[src/rtl/uart_mmio.sv]
// Memory-mapped 8-bit UART: single-byte TX shifter, 4-entry RX FIFO, programmable baud divisor.
// Optional even parity on both directions when UART_PARITY_EN is defined.
module uart_mmio #(
  parameter int               DIV_W       = 12,
  parameter logic [DIV_W-1:0] DEFAULT_DIV = DIV_W'(103),
  parameter int               FIFO_DEPTH  = 4
) (
  input  logic        clk,
  input  logic        rst_n,
  input  logic        cs,
  input  logic        we,
  input  logic [1:0]  addr,
  input  logic [15:0] din,
  output logic [15:0] dout,
  output logic        txd,
  input  logic        rxd,
  output logic        irq
);

  localparam int PW = $clog2(FIFO_DEPTH);
  localparam int CW = $clog2(FIFO_DEPTH + 1);

  typedef enum logic [2:0] {
    TX_IDLE, TX_START, TX_DATA,
`ifdef UART_PARITY_EN
    TX_PAR,
`endif
    TX_STOP
  } tx_state_t;

  typedef enum logic [2:0] {
    RX_IDLE, RX_START, RX_DATA,
`ifdef UART_PARITY_EN
    RX_PAR,
`endif
    RX_STOP
  } rx_state_t;

  logic             cs_q, rd_data_q;
  logic             wr_evt, pop_req;
  logic [DIV_W-1:0] div;
  logic             ovr, frm_err, par_err;

  tx_state_t        tx_state;
  logic [DIV_W-1:0] tx_cnt, tx_div;
  logic [7:0]       tx_sh;
  logic [2:0]       tx_bit;
  logic             tx_busy;

  rx_state_t        rx_state;
  logic             rx_s1, rx_s2, rx_prev;
  logic [DIV_W-1:0] rx_cnt, rx_div;
  logic [7:0]       rx_sh;
  logic [2:0]       rx_bit;
  logic             rx_push, rx_fe;

  logic [7:0]       mem [FIFO_DEPTH];
  logic [PW-1:0]    wptr, rptr;
  logic [CW-1:0]    count;
  logic             do_push, do_pop, rx_valid, rx_full;

  logic             unused_din;
  assign unused_din = ^din[15:DIV_W];

  // Writes act on the cs rising edge; a DATA read pops on the following cs falling edge.
  assign wr_evt  = cs & ~cs_q & we;
  assign pop_req = ~cs & cs_q & rd_data_q;

  always_ff @(posedge clk or negedge rst_n) begin
    if (!rst_n) begin
      cs_q      <= 1'b0;
      rd_data_q <= 1'b0;
    end else begin
      cs_q <= cs;
      if (cs & ~cs_q) rd_data_q <= ~we & (addr == 2'd0);
    end
  end

  always_ff @(posedge clk or negedge rst_n) begin
    if (!rst_n) div <= DEFAULT_DIV;
    else if (wr_evt && addr == 2'd2) div <= din[DIV_W-1:0];
  end

  // ---------------- TX ----------------
  assign tx_busy = (tx_state != TX_IDLE);

`ifdef UART_PARITY_EN
  logic tx_par;
  always_ff @(posedge clk or negedge rst_n) begin
    if (!rst_n) tx_par <= 1'b0;
    else if (tx_state == TX_IDLE && wr_evt && addr == 2'd0) tx_par <= ^din[7:0];
  end
`endif

  always_ff @(posedge clk or negedge rst_n) begin
    if (!rst_n) begin
      tx_state <= TX_IDLE;
      tx_cnt   <= '0;
      tx_div   <= '0;
      tx_sh    <= '0;
      tx_bit   <= '0;
      txd      <= 1'b1;
    end else begin
      case (tx_state)
        TX_IDLE: begin
          if (wr_evt && addr == 2'd0) begin
            tx_sh    <= din[7:0];
            tx_div   <= div;
            tx_cnt   <= div;
            txd      <= 1'b0;
            tx_state <= TX_START;
          end
        end
        TX_START: begin
          if (tx_cnt == '0) begin
            txd      <= tx_sh[0];
            tx_sh    <= {1'b0, tx_sh[7:1]};
            tx_bit   <= '0;
            tx_cnt   <= tx_div;
            tx_state <= TX_DATA;
          end else tx_cnt <= tx_cnt - DIV_W'(1);
        end
        TX_DATA: begin
          if (tx_cnt == '0) begin
            tx_cnt <= tx_div;
            if (tx_bit == 3'd7) begin
`ifdef UART_PARITY_EN
              txd      <= tx_par;
              tx_state <= TX_PAR;
`else
              txd      <= 1'b1;
              tx_state <= TX_STOP;
`endif
            end else begin
              txd    <= tx_sh[0];
              tx_sh  <= {1'b0, tx_sh[7:1]};
              tx_bit <= tx_bit + 3'd1;
            end
          end else tx_cnt <= tx_cnt - DIV_W'(1);
        end
`ifdef UART_PARITY_EN
        TX_PAR: begin
          if (tx_cnt == '0) begin
            txd      <= 1'b1;
            tx_cnt   <= tx_div;
            tx_state <= TX_STOP;
          end else tx_cnt <= tx_cnt - DIV_W'(1);
        end
`endif
        TX_STOP: begin
          if (tx_cnt == '0) tx_state <= TX_IDLE;
          else tx_cnt <= tx_cnt - DIV_W'(1);
        end
        default: begin
          txd      <= 1'b1;
          tx_state <= TX_IDLE;
        end
      endcase
    end
  end

  // ---------------- RX ----------------
  always_ff @(posedge clk or negedge rst_n) begin
    if (!rst_n) begin
      rx_s1   <= 1'b1;
      rx_s2   <= 1'b1;
      rx_prev <= 1'b1;
    end else begin
      rx_s1   <= rxd;
      rx_s2   <= rx_s1;
      rx_prev <= rx_s2;
    end
  end

`ifdef UART_PARITY_EN
  logic rx_par_bad, rx_pe;
`endif

  always_ff @(posedge clk or negedge rst_n) begin
    if (!rst_n) begin
      rx_state <= RX_IDLE;
      rx_cnt   <= '0;
      rx_div   <= '0;
      rx_sh    <= '0;
      rx_bit   <= '0;
      rx_push  <= 1'b0;
      rx_fe    <= 1'b0;
`ifdef UART_PARITY_EN
      rx_par_bad <= 1'b0;
      rx_pe      <= 1'b0;
`endif
    end else begin
      rx_push <= 1'b0;
      rx_fe   <= 1'b0;
`ifdef UART_PARITY_EN
      rx_pe   <= 1'b0;
`endif
      case (rx_state)
        RX_IDLE: begin
          if (rx_prev & ~rx_s2) begin
            rx_div   <= div;
            rx_cnt   <= div >> 1;
            rx_state <= RX_START;
          end
        end
        RX_START: begin
          if (rx_cnt == '0) begin
            if (rx_s2) rx_state <= RX_IDLE;
            else begin
              rx_cnt   <= rx_div;
              rx_bit   <= '0;
              rx_state <= RX_DATA;
            end
          end else rx_cnt <= rx_cnt - DIV_W'(1);
        end
        RX_DATA: begin
          if (rx_cnt == '0) begin
            rx_sh  <= {rx_s2, rx_sh[7:1]};
            rx_cnt <= rx_div;
            if (rx_bit == 3'd7) begin
`ifdef UART_PARITY_EN
              rx_state <= RX_PAR;
`else
              rx_state <= RX_STOP;
`endif
            end else rx_bit <= rx_bit + 3'd1;
          end else rx_cnt <= rx_cnt - DIV_W'(1);
        end
`ifdef UART_PARITY_EN
        RX_PAR: begin
          if (rx_cnt == '0) begin
            rx_par_bad <= ^{rx_sh, rx_s2};
            rx_cnt     <= rx_div;
            rx_state   <= RX_STOP;
          end else rx_cnt <= rx_cnt - DIV_W'(1);
        end
`endif
        RX_STOP: begin
          if (rx_cnt == '0) begin
            rx_state <= RX_IDLE;
            if (!rx_s2) rx_fe <= 1'b1;
`ifdef UART_PARITY_EN
            else if (rx_par_bad) rx_pe <= 1'b1;
`endif
            else rx_push <= 1'b1;
          end else rx_cnt <= rx_cnt - DIV_W'(1);
        end
        default: rx_state <= RX_IDLE;
      endcase
    end
  end

  // ---------------- FIFO and flags ----------------
  assign rx_valid = (count != '0);
  assign rx_full  = (count == CW'(FIFO_DEPTH));
  assign do_pop   = pop_req & rx_valid;
  // A simultaneous pop frees the slot, so a push into a full FIFO still lands.
  assign do_push  = rx_push & (~rx_full | do_pop);

  always_ff @(posedge clk) begin
    if (do_push) mem[wptr] <= rx_sh;
  end

  always_ff @(posedge clk or negedge rst_n) begin
    if (!rst_n) begin
      wptr  <= '0;
      rptr  <= '0;
      count <= '0;
    end else begin
      if (do_push) wptr <= wptr + PW'(1);
      if (do_pop)  rptr <= rptr + PW'(1);
      case ({do_push, do_pop})
        2'b10:   count <= count + CW'(1);
        2'b01:   count <= count - CW'(1);
        default: count <= count;
      endcase
    end
  end

  always_ff @(posedge clk or negedge rst_n) begin
    if (!rst_n) begin
      ovr     <= 1'b0;
      frm_err <= 1'b0;
    end else begin
      if (rx_push & ~do_push) ovr <= 1'b1;
      else if (wr_evt && addr == 2'd1 && din[3]) ovr <= 1'b0;
      if (rx_fe) frm_err <= 1'b1;
      else if (wr_evt && addr == 2'd1 && din[4]) frm_err <= 1'b0;
    end
  end

`ifdef UART_PARITY_EN
  always_ff @(posedge clk or negedge rst_n) begin
    if (!rst_n) par_err <= 1'b0;
    else if (rx_pe) par_err <= 1'b1;
    else if (wr_evt && addr == 2'd1 && din[5]) par_err <= 1'b0;
  end
`else
  assign par_err = 1'b0;
`endif

  always_comb begin
    dout = '0;
    if (cs) begin
      case (addr)
        2'd0:    if (rx_valid) dout[7:0] = mem[rptr];
        2'd1:    dout[5:0] = {par_err, frm_err, ovr, rx_full, rx_valid, tx_busy};
        2'd2:    dout[DIV_W-1:0] = div;
        default: dout = '0;
      endcase
    end
  end

  assign irq = rx_valid | ovr | frm_err | par_err;

endmodule

[config.mk]
export PLATFORM = sky130hd
export DESIGN_NAME = uart_mmio
export DESIGN_NICKNAME = d
export VERILOG_FILES = /design/src/rtl/uart_mmio.sv
export SDC_FILE = /design/constraint.sdc
export NUM_CORES = 1
export LEC_CHECK = 0
export ABC_AREA = 1
export CAP_MARGIN = 40
export CORE_MARGIN = 2
export CORE_UTILIZATION = 60
export CTS_CLUSTER_SIZE = 8
export DETAILED_ROUTE_END_ITERATION = 16
export GPL_ROUTABILITY_DRIVEN = 1
export PLACE_DENSITY = 0.82
export SETUP_SLACK_MARGIN = 0.4
export SLEW_MARGIN = 40
export SYNTH_ARGS = -nofsm -noshare
export SYNTH_HDL_FRONTEND = slang
export SYNTH_SLANG_ARGS = --single-unit
[constraint.sdc]
create_clock -name clk -period 3.1 [get_ports clk]
set_clock_uncertainty 0.2 [all_clocks]
set_input_delay 0.465 -clock clk [delete_from_list [all_inputs] [get_ports clk]]
set_output_delay 0.465 -clock clk [all_outputs]
set_load 0.01 [all_outputs]
Word level (Yosys, flattened, before mapping) --
Memory sizes are Yosys's and may differ from the RTL's. Cells that the tools add are included.
Storage, ports and cells: input port bits 23, register bits 105, output and inout bits 18, bits in writable memories 32, memories 1, logic and storage cells 172
Memories:
- mem | depth 4, width 8, read ports 1, clocked after memory_dff 0, wr ports 1, line 57 | logic [7:0] mem [FIFO_DEPTH];
Operators by class: bitwise logic cells 19, multiplexer cells 59, add/sub/neg operators 8, reductions and logical operators 32, equal/unequal tests 29
Operators with widths (number):
- two-way mux 12 bit | 9
- two-way mux 3 bit | 16
- case mux 12 bit (4 select lines) | 1
- two-way mux 8 bit | 5
- case mux 12 bit (3 select lines) | 1
- != test 2 bit (second input constant) | 15
- zero test 12 bit | 2
- case mux 3 bit (4 select lines) | 2
- case mux 8 bit (3 select lines) | 1
- subtractor 12 x 1 -> 12 bit (second input constant) | 2
- AND reduction 5 bit | 4
- case mux 3 bit (2 select lines) | 3
- case mux 6 bit (3 select lines) | 1
- two-way mux 1 bit | 16
- == test 3 x 2 -> 1 bit (second input constant) | 4
- AND reduction 4 bit | 3
- nonzero test 3 bit | 4
- nonzero test 2 bit | 5
- adder 3 x 1 -> 3 bit (second input constant) | 3
- AND 1 bit | 9
- == test 3 bit (second input constant) | 3
- NOT 1 bit | 7
- == test 3 x 1 -> 1 bit (second input constant) | 2
- zero test 3 bit | 2
- 16 further kinds | 27

Longest topological paths before layout --
Gate-level depths: netlist of run 1.
depth in word-level cells 9, depth in mapped cells 12, mapped depth without buffers 11

Worst setup path after synthesis of run 1 --
Ideal clock, no wire load.
path type reg2reg, start point reg count[1], end point reg count[2], required time 2.769 ns, buffers on the path 0, cell stages (with the launch flop) 10, path slack 0.845 ns, arrival 1.924 ns, cells stage by stage dfrtp_1 -> nor3_1 -> inv_1 -> o21ai_2 -> ha_1 -> inv_1 -> fa_1 -> a21oi_1 -> o21ai_0 -> xor2_1
On the way: longest elaborated chain between the ends 6, elaborated cells on any way between the ends 12, those cells by class add/sub (2); eq/ne (3); mux (1); bitwise (4); reduce/logical (2)
Ends and longest elaborated chain:
- start: declaration | line 59 | logic [CW-1:0] count;
- start signal: assignment | line 273 | 2'b10: count <= count + CW'(1);
- start signal: assignment | line 274 | 2'b01: count <= count - CW'(1);
- start signal: assignment | line 275 | default: count <= count;
- nonzero test 3 bit or == test 3 bit (tied branches) | line 254, 255
- AND 1 bit or NOT 1 bit (tied branches) | line 256, 258
- bitwise OR 1 bit | line 258 | assign do_push = rx_push & (~rx_full | do_pop);
- AND 1 bit | line 258
- == test 2 x 1 -> 1 bit or == test 2 bit (tied branches) | line 272 | case ({do_push, do_pop})
- case mux 3 bit (2 select lines) or nonzero test 2 bit (tied branches)
Several ways; a longest one is shown, not always the timed one. A chain may end at the register's enable or synchronous reset.

Final worst setup path of run 1 --
start point reg rptr[0], end point out dout[4]
On the way: longest elaborated chain between the ends 4
Ends and longest elaborated chain:
- start: declaration | line 58 | logic [PW-1:0] wptr, rptr;
- start signal: assignment | line 271 | if (do_pop) rptr <= rptr + PW'(1);
- memory read (4 x 8 bit)
- two-way mux 8 bit | line 306 | 2'd0: if (rx_valid) dout[7:0] = mem[rptr];
- case mux 6 bit (3 select lines) | line 305 | case (addr)
- two-way mux 12 bit | line 304 | if (cs) begin
- end: declaration | line 14 | output logic [15:0] dout,
Every way passes these cells.

==> results of run 1 <==
## layout make-up
class                      instances  area, um2
inverter                         104        397
clock buffer                      18        450
tap                              143        179
clock inverter                    14        166
multi-input combinational        583       3000
timing repair buffer              58        537
sequential                       135       3550
fill                             835       3140
## state kept, by name, indices dropped and copies added, names as in the netlist, 2 cells and up
| register | cells |
|---|---|
| tx_sh | 8 |
| rx_div | 12 |
| tx_cnt | 12 |
| wptr | 2 |
| rx_state | 2 |
| rx_bit | 3 |
| tx_bit | 3 |
| tx_div | 12 |
| rx_sh | 8 |
| div | 12 |
| rx_cnt | 12 |
| tx_state | 2 |
| count | 3 |
| mem | 32 |
| rptr | 2 |
## cell families (layout without fill, tap and decap cells)
group	Yosys count	count (layout)	synth area share (%)
xor gates and xnor gates	20	20	2.49
muxes	7	7	1.12
and+or+nand+nor	373	373	22.0
other	1	4	0.0533
adders and majority gates	22	22	4.02
DFF	135	135	50.5
buffers and inverters	132	194	7.58
AOI/OAI and AO/OA	157	157	12.3
## power by group through the flow
stage | Clock, mW | Sequential [mW] | Combinational [mW]
2_1_floorplan | 0 | 2.58 | 2.59
3_3_place_gp | 0 | 2.66 | 3.21
3_5_place_dp | 0 | 2.69 | 3.32
4_1_cts | 2.10 | 2.67 | 3.46
5_1_grt | 2.16 | 2.74 | 4.00
6_report | 2.08 | 2.69 | 3.54
## what timing repair did
| item | in CTS | in global routing |
|---|---|---|
| buffers inserted | 6 | 2 |
| pin swaps | 1 | 2 |
| gates resized for setup | 19 | 10 |
| endpoints found under the setup margin | 12 | 8 |
| endpoints found under the hold margin | 46 | 0 |
| hold buffers | 1 | 0 |
## layer usage
layer | wire length (um) | vias up
met5 | 0 | -
met4 | 501 | 0
met3 | 1330 | 45
met2 | 8520 | 297
met1 | 7060 | 2907
li1 | - | 2843
## metrics by stage
stage / std cells / hold slack (ns) / area, um2 / setup slack [ns] / util [%]
floorplan: 850 / -0.0306 / 7050 / 0.845 / -
global placement: 1014 / 0.147 / 7540 / 0.143 / 66.0
detailed placement: 1014 / 0.147 / 7540 / 0.0694 / 66.0
CTS: 1053 / 0.156 / 8240 / 0.259 / 72.2
global route: 1055 / 0.164 / 8280 / 0.332 / 72.5
finish: 1055 / 0.154 / 8280 / 0.390 / 72.5
## critical path, delay by kind of cell (launching register included)
family / cells / cell delay, ns
compound gates: 2 / 0.37
buf+inv: 3 / 0.61
flops: 1 / 0.41
simple gates: 2 / 0.22
## final timing paths
| kind | to | slack (ns) | cells after the start |
|---|---|---|---|
| worst max-delay path | dout[4] | 0.39 | 7 |
| worst min-delay path | rx_s2 | 0.15 | 0 |
| worst max register to register | tx_sh[0] | 0.73 | 10 |
| worst min register to register | rx_s2 | 0.15 | 0 |
| max in group asynchronous | div[5] | 1.47 | 3 |
| min in group asynchronous | count[2] | 0.46 | 2 |
## cell usage in the layout (no fill, tap or decap), types with 4 or more instances in the layout
cell | netlist | layout
inv_1 | 98 | 96
nand2_1 | 225 | 223
dlymetal6s2s_1 | 0 | 5
o21ai_2 | 7 | 7
dlygate4sd2_1 | 0 | 6
nor2_1 | 76 | 72
clkdlybuf4s50_1 | 0 | 20
clkinvlp_4 | 0 | 4
nand2_2 | 3 | 4
ha_1 | 21 | 21
nor2_4 | 3 | 5
o21ai_1 | 6 | 9
clkinv_4 | 0 | 5
nand3_1 | 49 | 49
dfstp_2 | 9 | 9
inv_2 | 6 | 6
o21ai_0 | 94 | 91
buf_4 | 6 | 24
xor2_1 | 14 | 14
conb_1 | 1 | 4
a21oi_1 | 30 | 30
nor3_1 | 5 | 4
o22ai_1 | 11 | 11
dfrtp_1 | 94 | 93
clkbuf_16 | 0 | 18
xnor2_1 | 6 | 6
edfxtp_1 | 32 | 32
mux2_2 | 7 | 7
==> flow_summary.ini, run 1 <==
[power]
p_clk_share_pct = 25.1
p_leak_nw = 3.97
pwr-share-comb_pct = 42.6
power.internal_mw = 4.81
swShare_pct = 42.1
p_per_area_nw_per_um2 = 1000
worst_ir_drop_vdd_mv = 0.682
p_switching_mw = 3.50
seqPwrFrac_pct = 32.4
p_total_mw = 8.31

[sta]
finalHoldViolCount = 0
max_freq_mhz = 369
setup_viol = 0
max_slew_margin_pct = 52.4
rsz0062_at_grt = yes
tightest_slew_ns = 0.714
layout_min_cycle_time_ns = 2.71
tns_ns = 0
fin_crit_sh_pct = 87.4
slew_viol_final = 0

[floorplan]
start_util_pct = 61.6
fp.dieW_um = 112
rows = 39
core_um2 = 11400
die_h_um = 112
die_area_um2 = 12600
io_pins = 41

[cts]
clock_path_buffers = 2
clk_pin_slew_ns = 0.06
clock_latency_ns = 0.43
numCtsBuffers = 17
h-tree-depth = 4
cts_tree = built
cts-root-buf = clkbuf_16
clock-sinks = 135

[placed_design]
place_congestion = 0.955
port-buffer-count = 32
hpwl_um = 11400

[hold_path]
min-delay-start = rx_s1
min_path_type = flip-flop to flip-flop

[logic_synthesis]
yosysTopAreaCell = dfrtp_1
synth_area_um2 = 7040
synth_area_leaders = dfrtp_1 33%, edfxtp_1 14%, nand2_1 12%
synth-seq-cells = 135
synth_top_area_share_pct = 33.4
synth_commonest_cells = 225 x nand2_1, 98 x inv_1, 94 x dfrtp_1, 94 x o21ai_0, 76 x nor2_1
synth_cells = 847
avgSynthCellArea_um2 = 8.31
synth_edf_count = 32
yosysMostFrequentCell = nand2_1
ys_warn_count = 0
yosysSeqAreaShare_pct = 50.5
synthArstFlopShare_pct = 76.3
synth_cell_type_count = 39
ys.flop_type = dfrtp_1

[cells_and_area]
drive_gt1_share_pct = 11.8
diodes = 0
area_growth_pct = 17.7
finalNetCount = 944

[setup_path]
slowest_delay_ns = 0.41
path_common_cell = nor2_1
critical_path_peak_fanout = 5
slowest_stage = dfrtp_1
path_class = flip-flop to output pin
cp_cell_sequence = clkinvlp_4 > buf_4 > nor2_1 > o22ai_1 > a21oi_1 > nor2_1 > dlygate4sd2_1
r2r_start = tx_state[0]
crit_start = rptr[0]
cp.required_ns = 2.43
start_kind = flip-flop
end_kind = output pin
cp_data_arrival_time_ns = 2.05

[global_route]
grt_pass1_vias = 5905
grt_util_met1_pct = 37.0
top_usage_layer = met2
grt_remaining_overflow = 0
grt_max_degree = 55
grt_pass1_wl_um = 28700
antenna_found_initial = 0
met3_usage_pct = 6.16
met2_usage_pct = 47.7
track_usage_pct = 28.9

[routing]
totalWireLength_um = 17400
routed_via_density = 5.77
ant_nets = 0
wl_per_cell_um = 16.5
drt-pass1-iter-count = 5
vias = 6092
drt_iter0_drc = 580
drc = 0

[flow_run]
max-cap-violations = 0

[run_status]
run_status = finished clean
Note: power is estimated with default switching activity, not from simulation.
==> run 2, diff against run 1 <==
--- a/config.mk
+++ b/config.mk
@@ -12,9 +12,11 @@
 export CTS_CLUSTER_SIZE = 8
 export DETAILED_ROUTE_END_ITERATION = 16
 export GPL_ROUTABILITY_DRIVEN = 1
+export GPL_TIMING_DRIVEN = 0
 export PLACE_DENSITY = 0.82
 export SETUP_SLACK_MARGIN = 0.4
 export SLEW_MARGIN = 40
 export SYNTH_ARGS = -nofsm -noshare
 export SYNTH_HDL_FRONTEND = slang
 export SYNTH_SLANG_ARGS = --single-unit
+export TNS_END_PERCENT = 10
==> flow_summary.ini, run 2 (synthesis gave the netlist of run 1 again) <==
[run_status]
run_status = finished clean

[cts]
clock-sinks = 135
post_cts_buffers = 0
clock_latency_ns = 0.43
numCtsBuffers = 17
clock_path_buffers = 2
clk_pin_slew_ns = 0.06
cts-root-buf = clkbuf_16
cts_tree = built
h-tree-depth = 4

[setup_path]
path_buf_inv = 4
start_kind = flip-flop
cp_cell_sequence = clkbuf_4 > inv_4 > buf_4 > nor2_1 > o22ai_2 > a21oi_1 > nor2_1 > clkdlybuf4s50_1
critical_path_peak_fanout = 10
crit_family = buffers and inverters
slowest_delay_ns = 0.55
slowest_stage = clkdlybuf4s50_1
path_class = flip-flop to output pin
cp_data_arrival_time_ns = 2.32
end_kind = output pin
path_common_cell = nor2_1
cp.required_ns = 2.43

[routing]
ant_nets = 0
routed_via_density = 5.66
drt-pass1-iter-count = 5
wl_per_cell_um = 15.8
totalWireLength_um = 16700
vias = 5991
drt_iter0_drc = 586
drc = 0

[power]
p_leak_nw = 3.86
p_clk_share_pct = 24.2
pwr-share-comb_pct = 43.5
p_per_area_nw_per_um2 = 995
worst_ir_drop_vdd_mv = 0.778
p_switching_mw = 3.45
seqPwrFrac_pct = 32.3
power.internal_mw = 4.73
swShare_pct = 42.2

[floorplan]
rows = 39
core_um2 = 11400
io_pins = 41
die_h_um = 112
fp.dieW_um = 112
die_area_um2 = 12600
start_util_pct = 61.6

[global_route]
grt_max_degree = 77
grt_remaining_overflow = 0
grt_pass1_wl_um = 28200
antenna_found_initial = 0
track_usage_pct = 28.3
grt_pass1_vias = 5894

[sta]
rsz0062_at_grt = yes
max_slew_margin_pct = 42.4
tightest_slew_ns = 0.861
whs_ns = 0.159
slew_viol_final = 0
max_freq_mhz = 335
layout_min_cycle_time_ns = 2.98
setup_viol = 0
fin_crit_sh_pct = 96.3
finalHoldViolCount = 0

[flow_run]
max-cap-violations = 0

[cells_and_area]
most-common-layout-cells = 224 x nand2_1, 96 x inv_1, 94 x o21ai_0, 94 x dfrtp_1, 73 x nor2_1
drive_gt1_share_pct = 10.7
top_register = mem
finalNetCount = 948
largest_reg_flops = 32
area_growth_pct = 16.9
final_common_cell = nand2_1
postLayoutCoreUtil_pct = 72.0
diodes = 0

[placed_design]
port-buffer-count = 32
hpwl_um = 11300
place_congestion = 0.894

[hold_path]
min_path_type = flip-flop to flip-flop
==> run 2: changes by cell type in the layout (fill, tap and decap cells not counted), sizes merged <==
cell / change
clkinvlp: -1
clkdlybuf4s50: +7
dlymetal6s2s: -4
buf: -11
clkinv: +3
inv: -2
clkbuf: +15
dlygate4sd2: -3
==> run 2: final timing paths <==
kind / start / slack (ns) / end / cells after the start
min in group asynchronous: rst_n / 0.27 / rx_sh[3] / 2
worst min register to register: rx_s1 / 0.16 / rx_s2 / 0
worst min-delay path: rx_s1 / 0.16 / rx_s2 / 0
worst max-delay path: rptr[0] / 0.12 / dout[4] / 8
worst max register to register: count[1] / 0.50 / count[2] / 9
max in group asynchronous: rst_n / 1.75 / div[2] / 3
==> run 2: power by group through the flow <==
| stage | logic, mW | clock network [mW] | registers, mW |
|---|---|---|---|
| finish | 3.55 | 1.98 | 2.64 |
| CTS | 3.51 | 1.99 | 2.63 |
| floorplan | 2.59 | 0 | 2.58 |
| detailed placement | 3.40 | 0 | 2.65 |
| global route | 4.04 | 2.07 | 2.70 |
| global placement | 3.29 | 0 | 2.65 |
==> run 2: worst register-to-register path, delay by kind of cell (launching register included) <==
kind / cells / cell delay, ns
and+or+nand+nor: 1 / 0.33
buffers and inverters: 2 / 0.18
DFF: 1 / 0.42
xor gates and xnor gates: 1 / 0.15
AOI/OAI and AO/OA: 3 / 0.60
adders and majority gates: 2 / 0.58
==> run 2: final cells by class <==
class | instances | area (um2)
Clock inverter | 14 | 153
Sequential cell | 135 | 3550
Clock buffer | 18 | 429
Tap cell | 143 | 179
Inverter | 104 | 393
Buffer | 28 | 154
Timing Repair Buffer | 34 | 362
Multi-Input combinational cell | 583 | 3000
Fill cell | 868 | 3200
==> run 2: stage by stage <==
step / area [um2] / cells / worst slack (ns) / power, mW / TNS (ns)
after floorplan: 7050 / 850 / 0.845 / 5.17 / 0
after global placement: 7550 / 1025 / -2.53 / 5.94 / -248.45
final: 8220 / 1059 / 0.116 / 8.18 / 0
after CTS: 8220 / 1059 / 0.141 / 8.12 / 0
after global routing: 8220 / 1059 / 0.0248 / 8.80 / 0
after detailed placement: 7580 / 1026 / -0.0628 / 6.05 / -0.171
==> run 2: metal layers <==
layer / vias to the layer above / share of wire (%) / track usage [%]
met5: - / 0 / 0
met4: 0 / 2.1 / 10.5
met3: 32 / 7.6 / 6.21
li1: 2848 / - / -
met2: 265 / 47 / 44.8
met1: 2846 / 43 / 38.7
==> run 2: repair_timing <==
action,4_1_cts,5_1_grt
setup endpoints to repair,12,14
gates resized for setup,21,1
hold buffers,1,0
hold endpoints to repair,27,0
==> edit 1, RTL diff (flow settings as in run 1) <==
The option `UART_PARITY_EN` is turned on by a define.
--- a/src/rtl/uart_mmio.sv
+++ b/src/rtl/uart_mmio.sv
@@ -1,5 +1,7 @@
 // Memory-mapped 8-bit UART: single-byte TX shifter, 4-entry RX FIFO, programmable baud divisor.
 // Optional even parity on both directions when UART_PARITY_EN is defined.
+`define UART_PARITY_EN
+
 module uart_mmio #(
   parameter int               DIV_W       = 12,
   parameter logic [DIV_W-1:0] DEFAULT_DIV = DIV_W'(103),
Behaviour: no difference found for any inputs over 4 cycles, from zero or initial values and one cycle with rst_n low; that may be too few to reach the edited logic, so the function may still have changed.
==> edit 1 against run 1 <==
Wire length decreased by 3.0%; worst setup slack improved by 110 ps; synthesized area increased by 4.0%; sequential cell count increased by 6; utilization decreased by 1.2 points; final area increased by 3.0%; die area increased by 3.9%; cell count increased by 6.0%; largest cell class unchanged.
Power is not compared: it rests on default switching activity, and its combinational part moved more than twofold at a synthesized area within 25%.
==> edit 1: results <==
[synth]
synth-compound-area-share_pct = 12.0
synth.area.mux_share_pct = 0
synth-async-reset-ratio_pct = 77.3
yosys-top-cells-area = dfrtp_1 34%, edfxtp_1 13%, nand2_1 12%
synth_fa_ha_area_share_pct = 2.15
yosysSeqAreaShare_pct = 50.6
synth_edf_count = 32
synth_xor_area_share_pct = 2.75
yosys_warnings = 0
synthTopCellsByCount = 234 x nand2_1, 124 x nor2_1, 100 x dfrtp_1, 99 x inv_1, 88 x o21ai_0
yosysUniqueCellTypes = 50

[clock_network]
clk_latency_ps = 420
ctsRootBufferMaster = clkbuf_16
numCtsBuffers = 17
h-tree-depth = 4
clk_pin_slew_worst_paths_ps = 50
cts_buffer_depth = 2

[grt]
grt_pass1_vias = 5835
grt_pass1_wl_mm = 27.9
grt_antenna_before_repair = 0
track_usage_pct = 27.6
grt_max_degree = 46

[placement]
finalWeightedCongestion = 0.899
port_buffers = 32
dp_hpwl_mm = 11.5
place_ws_ps = 183

[detailed_routing]
dr.pass1.iters = 6
drt_wl_total_mm = 16.9
drt_iter0_markers = 729
vias_per_cell = 5.51
drc = 0

[min_path]
min_to = rx_s2$_DFF_PN1_
hp-start = rx_s1$_DFF_PN1_

[critical_path]
worst-path-max-fanout = 5
r2r-end = rx_sh[2]$_DFFE_PN0P_
critical-path-top-delay-family = buffers and inverters
cp.arrival_ps = 1940
reg2reg_depth = 9
r2r_start = rx_cnt[0]$_DFFE_PN0P_
timing.critical_path.slowest_stage_cell = clkdlybuf4s50_1
cpPeakStageDelay_ps = 510
rrSetupSlack_ps = 660

[power_and_ir_drop]
p_leak_uw = 0.00403

[cells_and_area]
nFillCells = 908
largest_reg_flops = 32
layout.nets = 993
drive_gt1_share_pct = 9.27
largest-register = mem
n_antenna_cell = 0

[run_status]
status = complete, no violations

[timing]
hold_ws_ps = 156
worst_pin_slew_ps = 639
[edit 1: layout make-up]
cell class              count  share of cell area [%]
multi-input cells         643                    36.9
clock buffers              18                    5.03
repair inverters            1                  0.0881
clock inverters            14                    2.28
inverters                 103                    4.58
repair buffers             51                    5.53
well taps                 147                    2.16
flip-flops and latches    141                    43.4
[edit 1: worst max-delay path by stage]
stage / startpoint / endpoint / cells after the start / slack, ps
after floorplan: cs_q$_DFF_PN0_ / mem[0][0]$_DFFE_PP_ / 6 / 1060
after global routing: rptr[0]$_DFFE_PN0P_ / dout[2] / 7 / 400
final: addr[1] / dout[9] / 7 / 500
after CTS: rptr[0]$_DFFE_PN0P_ / dout[7] / 6 / 270
after global placement: addr[1] / dout[9] / 7 / 190
after detailed placement: addr[0] / dout[7] / 7 / 180
[edit 1: report_power, final]
part,switching [µW],internal (µW),leakage (µW)
combinational,977,559,0.00209
sequential,240,2180,0.00164
clock,795,1350,0.000300
[edit 1: metrics by stage]
stage / area (µm²) / std cells
floorplan: 7330 / 906
global placement: 7850 / 1081
detailed placement: 7850 / 1081
CTS: 8520 / 1118
global route: 8520 / 1118
finish: 8520 / 1118
[edit 1: layer usage]
layer  wire [µm]  vias up  GRT usage, %
li1            -     3039             -
met1        7240     2912          35.0
met2        8450      191          46.8
met3         866       21          4.87
met4         333        0          11.7
met5           0        -             0
[edit 1: what timing repair did]
| item | in CTS | in global routing |
|---|---|---|
| pin swaps | 4 | 0 |
| endpoints found under the hold margin | 38 | 0 |
| gates cloned | 1 | 0 |
| hold buffers | 1 | 0 |
| endpoints found under the setup margin | 12 | 9 |
| resized for setup | 22 | 2 |
| buffers inserted | 3 | 0 |
==> edit 2, RTL diff (flow settings as in run 1) <==
Without the edit above. Register the inputs `cs`, `we` and `rxd` before use, with the module's reset. The logic sees them one clock later. The other inputs are not delayed to match.
--- a/src/rtl/uart_mmio.sv
+++ b/src/rtl/uart_mmio.sv
@@ -36,6 +36,22 @@
     RX_STOP
   } rx_state_t;
 
+  logic cs_r;
+  logic we_q;
+  logic rxd_q;
+
+  always_ff @(posedge clk or negedge rst_n) begin
+    if (!rst_n) begin
+      cs_r  <= '0;
+      we_q  <= '0;
+      rxd_q <= '0;
+    end else begin
+      cs_r  <= cs;
+      we_q  <= we;
+      rxd_q <= rxd;
+    end
+  end
+
   logic             cs_q, rd_data_q;
   logic             wr_evt, pop_req;
   logic [DIV_W-1:0] div;
@@ -63,16 +79,16 @@
   assign unused_din = ^din[15:DIV_W];
 
   // Writes act on the cs rising edge; a DATA read pops on the following cs falling edge.
-  assign wr_evt  = cs & ~cs_q & we;
-  assign pop_req = ~cs & cs_q & rd_data_q;
+  assign wr_evt  = cs_r & ~cs_q & we_q;
+  assign pop_req = ~cs_r & cs_q & rd_data_q;
 
   always_ff @(posedge clk or negedge rst_n) begin
     if (!rst_n) begin
       cs_q      <= 1'b0;
       rd_data_q <= 1'b0;
     end else begin
-      cs_q <= cs;
-      if (cs & ~cs_q) rd_data_q <= ~we & (addr == 2'd0);
+      cs_q <= cs_r;
+      if (cs_r & ~cs_q) rd_data_q <= ~we_q & (addr == 2'd0);
     end
   end
 
@@ -166,7 +182,7 @@
       rx_s2   <= 1'b1;
       rx_prev <= 1'b1;
     end else begin
-      rx_s1   <= rxd;
+      rx_s1   <= rxd_q;
       rx_s2   <= rx_s1;
       rx_prev <= rx_s2;
     end
@@ -301,7 +317,7 @@
 
   always_comb begin
     dout = '0;
-    if (cs) begin
+    if (cs_r) begin
       case (addr)
         2'd0:    if (rx_valid) dout[7:0] = mem[rptr];
         2'd1:    dout[5:0] = {par_err, frm_err, ovr, rx_full, rx_valid, tx_busy};
Check against the original RTL: not equivalent (Yosys sat finds a counterexample within 4 cycles, from zero or initial values and one cycle with rst_n low).
==> edit 2 against run 1 <==
Wire length shrank 8.9%; synthesized area rose by 2.7%; worst setup slack improved by 97 ps; largest power group unchanged; highest routed layer unchanged; final area is 0.44% higher; sequential cell count grew 3; count of clock-buffer cells in the layout rose by 1; clock power shrank 3%; total power shrank 5.8%; synthesized cell count down 0.59%.
==> edit 2: results <==
[detailed_routing]
wl_met3_um = 750
vias_per_cell = 5.47
dr_wl_met2_mm = 7.84
drt_iter0_markers = 480
wl_per_cell_um = 15.2

[power_and_ir_drop]
p_leak_uw = 0.00383
comb_cell_power_uw = 3130
pwr-share-seq_pct = 34.2
combPwrFrac_pct = 40.0
peakVddDrop_mv = 0.587
p_int_uw = 4710

[placement]
finalWeightedCongestion = 0.913
place_ws_ps = 77.6
dp_hpwl_mm = 10.6

[grt]
grt_pass1_vias = 5660
grt_max_degree = 53
grt.met1_usage_pct = 34.2
use_met2_pct = 44.0
grt_pass1_wl_mm = 26.7

[timing]
worst_pin_slew_ps = 774
hold_ws_ps = 150
fmax_ghz = 0.383

[synth]
synth-compound-area-share_pct = 14.6
synthTopCellsByCount = 221 x nand2_1, 104 x o21ai_0, 97 x dfrtp_1, 84 x inv_1, 73 x nor2_1
synth-async-reset-ratio_pct = 76.8
yosys-top-cells-area = dfrtp_1 34%, edfxtp_1 13%, nand2_1 11%
synth_xor_area_share_pct = 2.18
synth_fa_ha_area_share_pct = 3.91

[clock_network]
cts_setup_buffers = 1
cts_resized = 22

[cells_and_area]
n_all_buffers = 47
layout.nets = 926
stdcell_count = 1041
drive_gt1_share_pct = 11.7
multi_input_area_share_pct = 37.6
n_clock_buffer = 19
nFillCells = 903

[run_status]
status = complete, no violations

[critical_path]
cp.arrival_ps = 1950
rrSetupSlack_ps = 620
-- edit 2: cell types whose count changed after synthesis, sizes merged, moves of 2 or more --
cell    delta
a21oi      +8
buf        +4
dfrtp      +3
inv       -17
nand3     -14
nand3b     -2
nor3       +2
o21a       +3
o21ai      +5
o21bai     +5
xor2       -3
-- edit 2: final timing paths --
path	startpoint	end	cells after the start
max in group asynchronous	rst_n	div[1]$_DFFE_PN1P_	3
max	addr[0]	dout[5]	7
min	rxd_q$_DFF_PN0_	rx_s1$_DFF_PN1_	0
min reg2reg	rxd_q$_DFF_PN0_	rx_s1$_DFF_PN1_	0
max reg2reg	count[0]$_DFFE_PN0P_	count[2]$_DFFE_PN0P_	9
min in group asynchronous	rst_n	div[9]$_DFFE_PN0P_	2
-- edit 2: worst register-to-register path, stage by stage (launching register included) --
cell and delay, ps:
dfrtp_1 430, nor3_1 260, inv_1 130, o21ai_4 260, ha_1 200, inv_1 70
fa_1 380, a21oi_1 140, o21ai_0 120, xor2_1 160
